**config.mk**
```make
export PLATFORM = sky130hd
export DESIGN_NAME = r_cpu_sequencer
export DESIGN_NICKNAME = d
export VERILOG_FILES = /design/src/rtl/r_cpu_pkg.sv /design/src/rtl/r_cpu_funct_decode.sv /design/src/rtl/r_cpu_sequencer.sv
export SDC_FILE = /design/constraint.sdc
export NUM_CORES = 1
export LEC_CHECK = 0
export BUFFER_PORTS_ARGS = -buffer_cell sky130_fd_sc_hd__buf_4
export CAP_MARGIN = 20
export CORE_MARGIN = 2
export CORE_UTILIZATION = 50
export CTS_CLUSTER_DIAMETER = 80
export CTS_CLUSTER_SIZE = 10
export DETAILED_ROUTE_END_ITERATION = 6
export GPL_ROUTABILITY_DRIVEN = 0
export HOLD_SLACK_MARGIN = 0.08
export PLACE_DENSITY = 0.89
export REMOVE_ABC_BUFFERS = 1
export SLEW_MARGIN = 20
export SYNTH_ARGS = -nofsm -noshare
export SYNTH_HDL_FRONTEND = slang
export SYNTH_HIERARCHICAL = 1
export SYNTH_SLANG_ARGS = --single-unit
```
**constraint.sdc**
```tcl
create_clock -name clka -period 5.7 [get_ports clka]
set_input_delay 1.71 -clock clka [delete_from_list [all_inputs] [get_ports clka]]
set_output_delay 1.71 -clock clka [all_outputs]
set_load 0.01 [all_outputs]
```
**src/rtl/r_cpu_pkg.sv**
```systemverilog
// r_cpu_pkg: shared definitions for the R-type CPU core.
// Holds the sequencer state encoding, the opcode and funct constants and
// the alu_op encodings that both the sequencer and the ALU import.
package r_cpu_pkg;

    typedef enum logic [2:0] {
        ST_IDLE      = 3'd0,
        ST_FETCH     = 3'd1,
        ST_DECODE    = 3'd2,
        ST_EXECUTE   = 3'd3,
        ST_WRITEBACK = 3'd4,
        ST_HALT      = 3'd5
    } seq_state_t;

    // Opcode field ir[31:26]
    localparam logic [5:0] OP_RTYPE = 6'h00;
    localparam logic [5:0] OP_HALT  = 6'h3F;

    // Funct field ir[5:0] for the supported R-type operations
    localparam logic [5:0] FN_ADD = 6'h20;
    localparam logic [5:0] FN_SUB = 6'h22;
    localparam logic [5:0] FN_AND = 6'h24;
    localparam logic [5:0] FN_OR  = 6'h25;
    localparam logic [5:0] FN_XOR = 6'h26;
    localparam logic [5:0] FN_NOR = 6'h27;
    localparam logic [5:0] FN_SLT = 6'h2A;
    localparam logic [5:0] FN_SLL = 6'h00;
    localparam logic [5:0] FN_SRL = 6'h02;

    // ALU operation select encodings
    localparam logic [3:0] ALU_ADD = 4'd0;
    localparam logic [3:0] ALU_SUB = 4'd1;
    localparam logic [3:0] ALU_AND = 4'd2;
    localparam logic [3:0] ALU_OR  = 4'd3;
    localparam logic [3:0] ALU_XOR = 4'd4;
    localparam logic [3:0] ALU_NOR = 4'd5;
    localparam logic [3:0] ALU_SLT = 4'd6;
    localparam logic [3:0] ALU_SLL = 4'd7;
    localparam logic [3:0] ALU_SRL = 4'd8;

endpackage

```
**src/rtl/r_cpu_funct_decode.sv**
```systemverilog
// r_cpu_funct_decode: combinational funct -> alu_op mapping.
// legal is low for any funct outside the supported set; alu_op is then
// a don't-care and is driven to ALU_ADD.
module r_cpu_funct_decode
    import r_cpu_pkg::*;
(
    input  logic [5:0] funct,
    output logic [3:0] alu_op,
    output logic       legal
);

    // Table lookup of the supported funct codes
    always_comb begin
        alu_op = ALU_ADD;
        legal  = 1'b1;
        case (funct)
            FN_ADD:  alu_op = ALU_ADD;
            FN_SUB:  alu_op = ALU_SUB;
            FN_AND:  alu_op = ALU_AND;
            FN_OR:   alu_op = ALU_OR;
            FN_XOR:  alu_op = ALU_XOR;
            FN_NOR:  alu_op = ALU_NOR;
            FN_SLT:  alu_op = ALU_SLT;
            FN_SLL:  alu_op = ALU_SLL;
            FN_SRL:  alu_op = ALU_SRL;
            default: legal  = 1'b0;
        endcase
    end

endmodule

```
**src/rtl/r_cpu_sequencer.sv**
```systemverilog
// r_cpu_sequencer: multi-cycle FETCH/DECODE/EXECUTE/WRITEBACK control FSM.
// Strobes pc_inc, alu_en and rf_we are registered: each is high in the
// cycle after the state that decides it (pc_inc during DECODE, alu_en
// during WRITEBACK, rf_we in the cycle following WRITEBACK).
// Optional build macro R_CPU_SEQ_PERF_EN adds the retired and
// stall_cycles performance counters as extra output ports.
module r_cpu_sequencer
    import r_cpu_pkg::*;
#(
    parameter int IMEM_TIMEOUT = 15
) (
    input  logic        clka,
    input  logic        rsta_n,
    input  logic        run,
    output logic        imem_req,
    input  logic        imem_ack,
    input  logic [31:0] imem_rdata,
    output logic        pc_inc,
    output logic [31:0] ir,
    output logic [4:0]  rf_raddr_a,
    output logic [4:0]  rf_raddr_b,
    output logic [4:0]  rf_waddr,
    output logic        rf_we,
    output logic        alu_en,
    output logic [3:0]  alu_op,
    output logic [4:0]  shamt,
    output logic        halted,
    output logic        fault
`ifdef R_CPU_SEQ_PERF_EN
    ,
    output logic [31:0] retired,
    output logic [31:0] stall_cycles
`endif
);

    localparam int              WAIT_W    = $clog2(IMEM_TIMEOUT + 1);
    localparam logic [WAIT_W-1:0] WAIT_LAST = WAIT_W'(IMEM_TIMEOUT - 1);

    seq_state_t        state;
    seq_state_t        state_nxt;
    logic [WAIT_W-1:0] wait_cnt;
    logic              wait_clr;
    logic              wait_inc;
    logic              ir_load;
    logic              alu_op_load;
    logic              fault_set;
    logic              pc_inc_nxt;
    logic              alu_en_nxt;
    logic              rf_we_nxt;
    logic [3:0]        dec_alu_op;
    logic              dec_legal;
    logic [5:0]        opcode;

    assign opcode     = ir[31:26];
    assign rf_raddr_a = ir[25:21];
    assign rf_raddr_b = ir[20:16];
    assign rf_waddr   = ir[15:11];
    assign shamt      = ir[10:6];

    r_cpu_funct_decode u_funct_decode (
        .funct  (ir[5:0]),
        .alu_op (dec_alu_op),
        .legal  (dec_legal)
    );

    // Next-state and per-state control decisions
    always_comb begin
        state_nxt   = state;
        imem_req    = 1'b0;
        wait_clr    = 1'b1;
        wait_inc    = 1'b0;
        ir_load     = 1'b0;
        alu_op_load = 1'b0;
        fault_set   = 1'b0;
        pc_inc_nxt  = 1'b0;
        alu_en_nxt  = 1'b0;
        rf_we_nxt   = 1'b0;
        case (state)
            ST_IDLE: begin
                if (run) state_nxt = ST_FETCH;
            end
            ST_FETCH: begin
                imem_req = 1'b1;
                wait_clr = 1'b0;
                if (imem_ack) begin
                    ir_load    = 1'b1;
                    pc_inc_nxt = 1'b1;
                    wait_clr   = 1'b1;
                    state_nxt  = ST_DECODE;
                end else if (wait_cnt == WAIT_LAST) begin
                    // Last permitted wait cycle passed with no data
                    fault_set = 1'b1;
                    state_nxt = ST_HALT;
                end else begin
                    wait_inc = 1'b1;
                end
            end
            ST_DECODE: begin
                if (opcode == OP_HALT) begin
                    state_nxt = ST_HALT;
                end else if (opcode != OP_RTYPE || !dec_legal) begin
                    fault_set = 1'b1;
                    state_nxt = ST_HALT;
                end else begin
                    alu_op_load = 1'b1;
                    state_nxt   = ST_EXECUTE;
                end
            end
            ST_EXECUTE: begin
                alu_en_nxt = 1'b1;
                state_nxt  = ST_WRITEBACK;
            end
            ST_WRITEBACK: begin
                // r0 is hardwired, so writes to it are dropped here
                rf_we_nxt = (rf_waddr != 5'd0);
                state_nxt = run ? ST_FETCH : ST_IDLE;
            end
            ST_HALT: begin
                state_nxt = ST_HALT;
            end
            default: begin
                state_nxt = ST_IDLE;
            end
        endcase
    end

    // State register and FETCH wait counter
    always_ff @(posedge clka or negedge rsta_n) begin
        if (!rsta_n) begin
            state    <= ST_IDLE;
            wait_cnt <= '0;
        end else begin
            state <= state_nxt;
            if (wait_clr)      wait_cnt <= '0;
            else if (wait_inc) wait_cnt <= wait_cnt + WAIT_W'(1);
        end
    end

    // Registered strobes, instruction/op latches and sticky status
    always_ff @(posedge clka or negedge rsta_n) begin
        if (!rsta_n) begin
            pc_inc <= 1'b0;
            alu_en <= 1'b0;
            rf_we  <= 1'b0;
            ir     <= '0;
            alu_op <= '0;
            halted <= 1'b0;
            fault  <= 1'b0;
        end else begin
            pc_inc <= pc_inc_nxt;
            alu_en <= alu_en_nxt;
            rf_we  <= rf_we_nxt;
            if (ir_load)     ir     <= imem_rdata;
            if (alu_op_load) alu_op <= dec_alu_op;
            halted <= (state_nxt == ST_HALT);
            fault  <= fault | fault_set;
        end
    end

`ifdef R_CPU_SEQ_PERF_EN
    // Retired-instruction and fetch-stall counters, free-running wrap
    always_ff @(posedge clka or negedge rsta_n) begin
        if (!rsta_n) begin
            retired      <= '0;
            stall_cycles <= '0;
        end else begin
            if (state == ST_WRITEBACK)          retired      <= retired + 32'd1;
            if (state == ST_FETCH && !imem_ack) stall_cycles <= stall_cycles + 32'd1;
        end
    end
`endif

endmodule

```
# Word level (Yosys, flattened, before mapping)
# Cells that the tools add are included.
dict set report totals {
  ff_bits 48
  latchBits 0
  ram_bits 0
  romBits 0
  inputBits 36
  output_inout_bits 62
  elab_cells 63
  memories 0
}
dict set report op_classes {
  addsub 1
  n_mul 0
  div 0
  order_cmp 0
  eq_ne 16
  n_shift 0
  mux 28
  bitwise_logic 1
  reduce_logical 8
}
# operator n
set op_table {}
lappend op_table {{6-bit == test (second input constant)} 8}
lappend op_table {{4-bit case mux with 8 select lines} 1}
lappend op_table {{1-bit 2-to-1 mux} 18}
lappend op_table {{3-bit case mux with 6 select lines} 1}
lappend op_table {{3-bit 2-to-1 mux} 5}
lappend op_table {{3-bit == test (second input constant)} 3}
lappend op_table {{9-bit OR reduction} 1}
lappend op_table {{4-bit 2-to-1 mux} 2}
lappend op_table {{3-bit by 2-bit == test with 1-bit output (second input constant)} 2}
lappend op_table {{6-bit by 2-bit == test with 1-bit output (second input constant)} 1}
lappend op_table {{6-bit zero test} 1}
lappend op_table {{6-bit nonzero test} 1}
lappend op_table {{5-bit nonzero test} 1}
lappend op_table {{4-bit by 1-bit adder with 4-bit output (second input constant)} 1}
lappend op_table {{4-bit == test (second input constant)} 1}
lappend op_table {{3-bit by 1-bit == test with 1-bit output (second input constant)} 1}
lappend op_table {{3-bit zero test} 1}
lappend op_table {{1-bit case mux with 2 select lines} 1}
lappend op_table {{2-bit nonzero test} 1}
lappend op_table {{1-bit zero test} 1}
lappend op_table {{1-bit logical OR} 1}
lappend op_table {{1-bit OR} 1}

# Longest topological paths before layout
dict set report logic_depth {
  ltp_word 9
  depth_mapped 6
  mapped_depth_nobuf 6
}

# Cells and area by module
# Netlist, hierarchy kept.
# mod instances cells_per_inst area_each_um2 seq_area_each_um2
set by_module_without_submodules {}
lappend by_module_without_submodules {r_cpu_sequencer 1 154 2093.3 1201.2}
lappend by_module_without_submodules {r_cpu_funct_decode 1 18 123.9 0.0}

# Least setup slack after synthesis
# No wires, ideal clock.
dict set report synth_timing {
  path_kind {input port to flip-flop}
  start {input imem_ack}
  end {register halted}
  setup_ns 0.099
  arrival_time_ns 2.676
  required_ns 5.601
  path_slack_ns 2.924
  cell_stages 3
  n_path_buf 0
  path_cell_list {or4b_4 > or2_4 > a311oi_1}
}
dict set report synth_between {
  elab_chain_len 3
}
# item line_no
set synth_rtl {}
lappend synth_rtl {{start: declaration} r_cpu_sequencer.sv:16} ;# input logic imem_ack,
lappend synth_rtl {{3-bit 2-to-1 mux} r_cpu_sequencer.sv:85} ;# if (imem_ack) begin
lappend synth_rtl {{3-bit case mux with 6 select lines} r_cpu_sequencer.sv:78} ;# case (state)
lappend synth_rtl {{3-bit == test} r_cpu_sequencer.sv:155} ;# halted <= (state_nxt == ST_HALT);
lappend synth_rtl {{end signal: assignment} r_cpu_sequencer.sv:155}
lappend synth_rtl {{end: declaration} r_cpu_sequencer.sv:27} ;# output logic halted,
# Every way passes these cells.
# A chain may end at the register's enable or synchronous reset.

# Worst setup path after layout
dict set report layout_timing {
  start {register state[0]}
  end {output imem_req}
}
dict set report layout_between {
  elab_chain_len 2
}
# item line_no
set layout_rtl {}
lappend layout_rtl {{start: declaration} r_cpu_sequencer.sv:39} ;# seq_state_t state;
lappend layout_rtl {{start signal: assignment} r_cpu_sequencer.sv:133} ;# state <= state_nxt;
lappend layout_rtl {{3-bit by 1-bit == test with 1-bit output} r_cpu_sequencer.sv:78}
lappend layout_rtl {{1-bit 2-to-1 mux} r_cpu_sequencer.sv:78}
lappend layout_rtl {{end: declaration} r_cpu_sequencer.sv:15} ;# output logic imem_req,
# Every way passes these cells.

==> metrics.txt <==
layout cells sized above 1 0.593; I/O pin count ~100; Post-CTS Hold Fix Bufs 0; Post-DRT Antenna Nets 0; Hold Fails Final Rpt 0; period utilisation layout 0.519; Post-Synthesis Cell Area roughly 2200 µm²; Comb power frac 0.476; Sw Share 0.361; antenna violations before repair 0; width of the die slightly above 70 µm; worst hold path class reg -> reg; Warnings, synthesis 6; clock power share 0.120; CP Class reg -> out; CTS tree built; reg-to-reg endpoint alu_op[3]; # diodes 0; WL final 4.49 mm; EDFF count, synth 0; register area share after synthesis 0.542; LEAKAGE ~1.4 nW; worst hold stages 2; final std cells w/o fill about 310; detailed placer's ending HPWL 3.31 mm; Worst Tran Pin Value 0.594 ns; Reg power frac 0.404; wire per inst around 15 µm; largest net degree at the start of global routing 49; Final WS setup 2.74 ns; critical register-to-register path startpoint ir[5]; Pwr per Cell Area ~540 nW/µm²; clk root buf clkbuf_8; area delta synth->final 31.5%; GRT Total Usage 0.193; H-tree depth 2; Max VDD drop about 0.38 mV; setup_tns 0 ns; unrepaired setup endpoints after global routing no; PostCTS Resize Cnt 0; TritonCTS Buffers 5; synthesized instance count ~170; status complete, no violations; Setup crit end kind output port; total clock sinks 48; Final Core Density 0.674; Async S/R FF share, synth 1.00; Int Pwr slightly above 1 mW; Initial Util 0.513; DRC errors left 0; Layout Nets between 200 and 300; max_slew headroom 0.604; Syn Area/Cell about 13 µm²; placed insts around 300; CP required ~4 ns; footprint of the multi-input gates about 800 µm²; post-synthesis register bit count between 40 and 50; die area around 5000 µm²; Final Cell Area 2920 µm²; Setup crit start kind flip-flop; FILL cells ~350; fmax approximately 0.34 GHz; Die Height around 71 µm; wire length of the first global-routing pass ~7.5 mm; hold_sp fault; Final setup viols 0; clk_skew roughly 0.0059 ns; MaxCap Viol Count 0; NetSw about 570 µW; total power about 1.6 mW; via count ~1,600; arrival time at the worst endpoint 1.25 ns; total grt overflow 0; Hold Slack 0.505 ns; CP max FO 9; WHS Endpoint fault; vias per std cell a little over 5; First-pass DRT Iterations 4; Setup WS pre-CTS roughly 2.7 ns; FF-to-FF setup slack 3.22 ns; clk buf depth 2; synth unique cells 36; worst skew pair latency roughly 0.3 ns; placed cell areas between 2000 and 3000 µm²; port buffer count 97; Pins Over Slew Limit 0; Post-synth top flop dfrtp_1; Setup Fix Bufs, Post-CTS 0; final worst path period need 2.96 ns; initial DRC count approximately 110; CORE AREA roughly 4300 µm²; clock-pin slew on the worst setup and hold paths ~0.08 ns; number of global-route vias before repair between 1,500 and 2,000; row count 24; FF/Latch Area ~1200 µm²; R2R depth 6
state kept, by name (all words and copies together), names as in the netlist, 3 cells and up:
register,flops
wait_cnt,4
ir,32
state,3
alu_op,4
logic make-up after synthesis:
| kind of cell | synth area share |
|---|---|
| buf+inv | 0.0897 |
| xor+xnor | 0.0119 |
| mux | 0.183 |
| simple gates | 0.116 |
| fa+ha+maj | 0.0113 |
| compound gates | 0.0463 |
| flops | 0.542 |
per-layer routing:
| layer | vias up | wire length [µm] | GRT usage |
|---|---|---|---|
| met5 | - | 0 | 0 |
| met4 | 0 | 70 | 0.0922 |
| met3 | 8 | 296 | 0.0513 |
| met2 | 52 | 2350 | 0.320 |
| met1 | 768 | 1780 | 0.236 |
| li1 | 751 | - | - |
worst max-delay path, stage by stage (launching register included):
cell	delay [ns]
dfrtp_1	0.51
nor3b_1	0.28
buf_4	0.17
synth_stat cells, types with 2 or more instances:
cell      instances  area share
buf_4            24       0.081
xnor2_1           2      0.0079
o32ai_1           2      0.0079
nand2_1           5      0.0085
ha_1              2       0.011
or3_1             2      0.0056
mux2_2           36        0.18
nor2b_1           3      0.0085
a21oi_1           5       0.011
nand3_1           3      0.0068
dfrtp_1          48        0.54
and3_2            2      0.0068
inv_1             5      0.0085
nor2_1            8       0.014
or4b_4            2       0.012
o211ai_1          2      0.0068
nor3_1            2      0.0045
power groups by stage:
stage	Clock, mW	Sequential [mW]	Combinational (mW)
detailed placement	0	0.643	0.758
floorplan	0	0.712	0.272
finish	0.189	0.636	0.750
CTS	0.196	0.638	0.760
global route	0.206	0.668	0.805
global placement	0	0.633	0.740
placed cells by master, fill, tap and decap left out, types with 2 or more instances in the layout:
master and instances:
nand2_1 5, mux2_2 36, dfrtp_1 48, clkbuf_8 5
o32ai_1 2, a21oi_1 5, xnor2_1 2, or3_1 2
and3_2 2, or4b_4 2, ha_1 2, nor2b_1 3
nand3_1 3, nor2_1 8, o211ai_1 2, inv_1 5
buf_4 98, nor3_1 2
layout make-up:
cell class	instances	share of cell area
multi-input combinational	95	0.280
timing repair buffer	98	0.252
clock buffer	6	0.0249
inverter	5	0.00644
tap	52	0.0223
clock inverter	1	0.00172
sequential	48	0.412
worst max path at each step:
stage              from        to  slack (ns)  cells past startpoint
6_report       state[0]  imem_req        2.74                      2
3_5_place_dp   imem_ack    halted        2.73                      4
5_1_grt        state[0]  imem_req        2.61                      2
3_3_place_gp   imem_ack    halted        2.78                      4
4_1_cts        state[0]  imem_req        2.71                      2
2_1_floorplan  imem_ack     ir[0]        2.65                      2
Note: power is estimated with default switching activity, not from simulation.
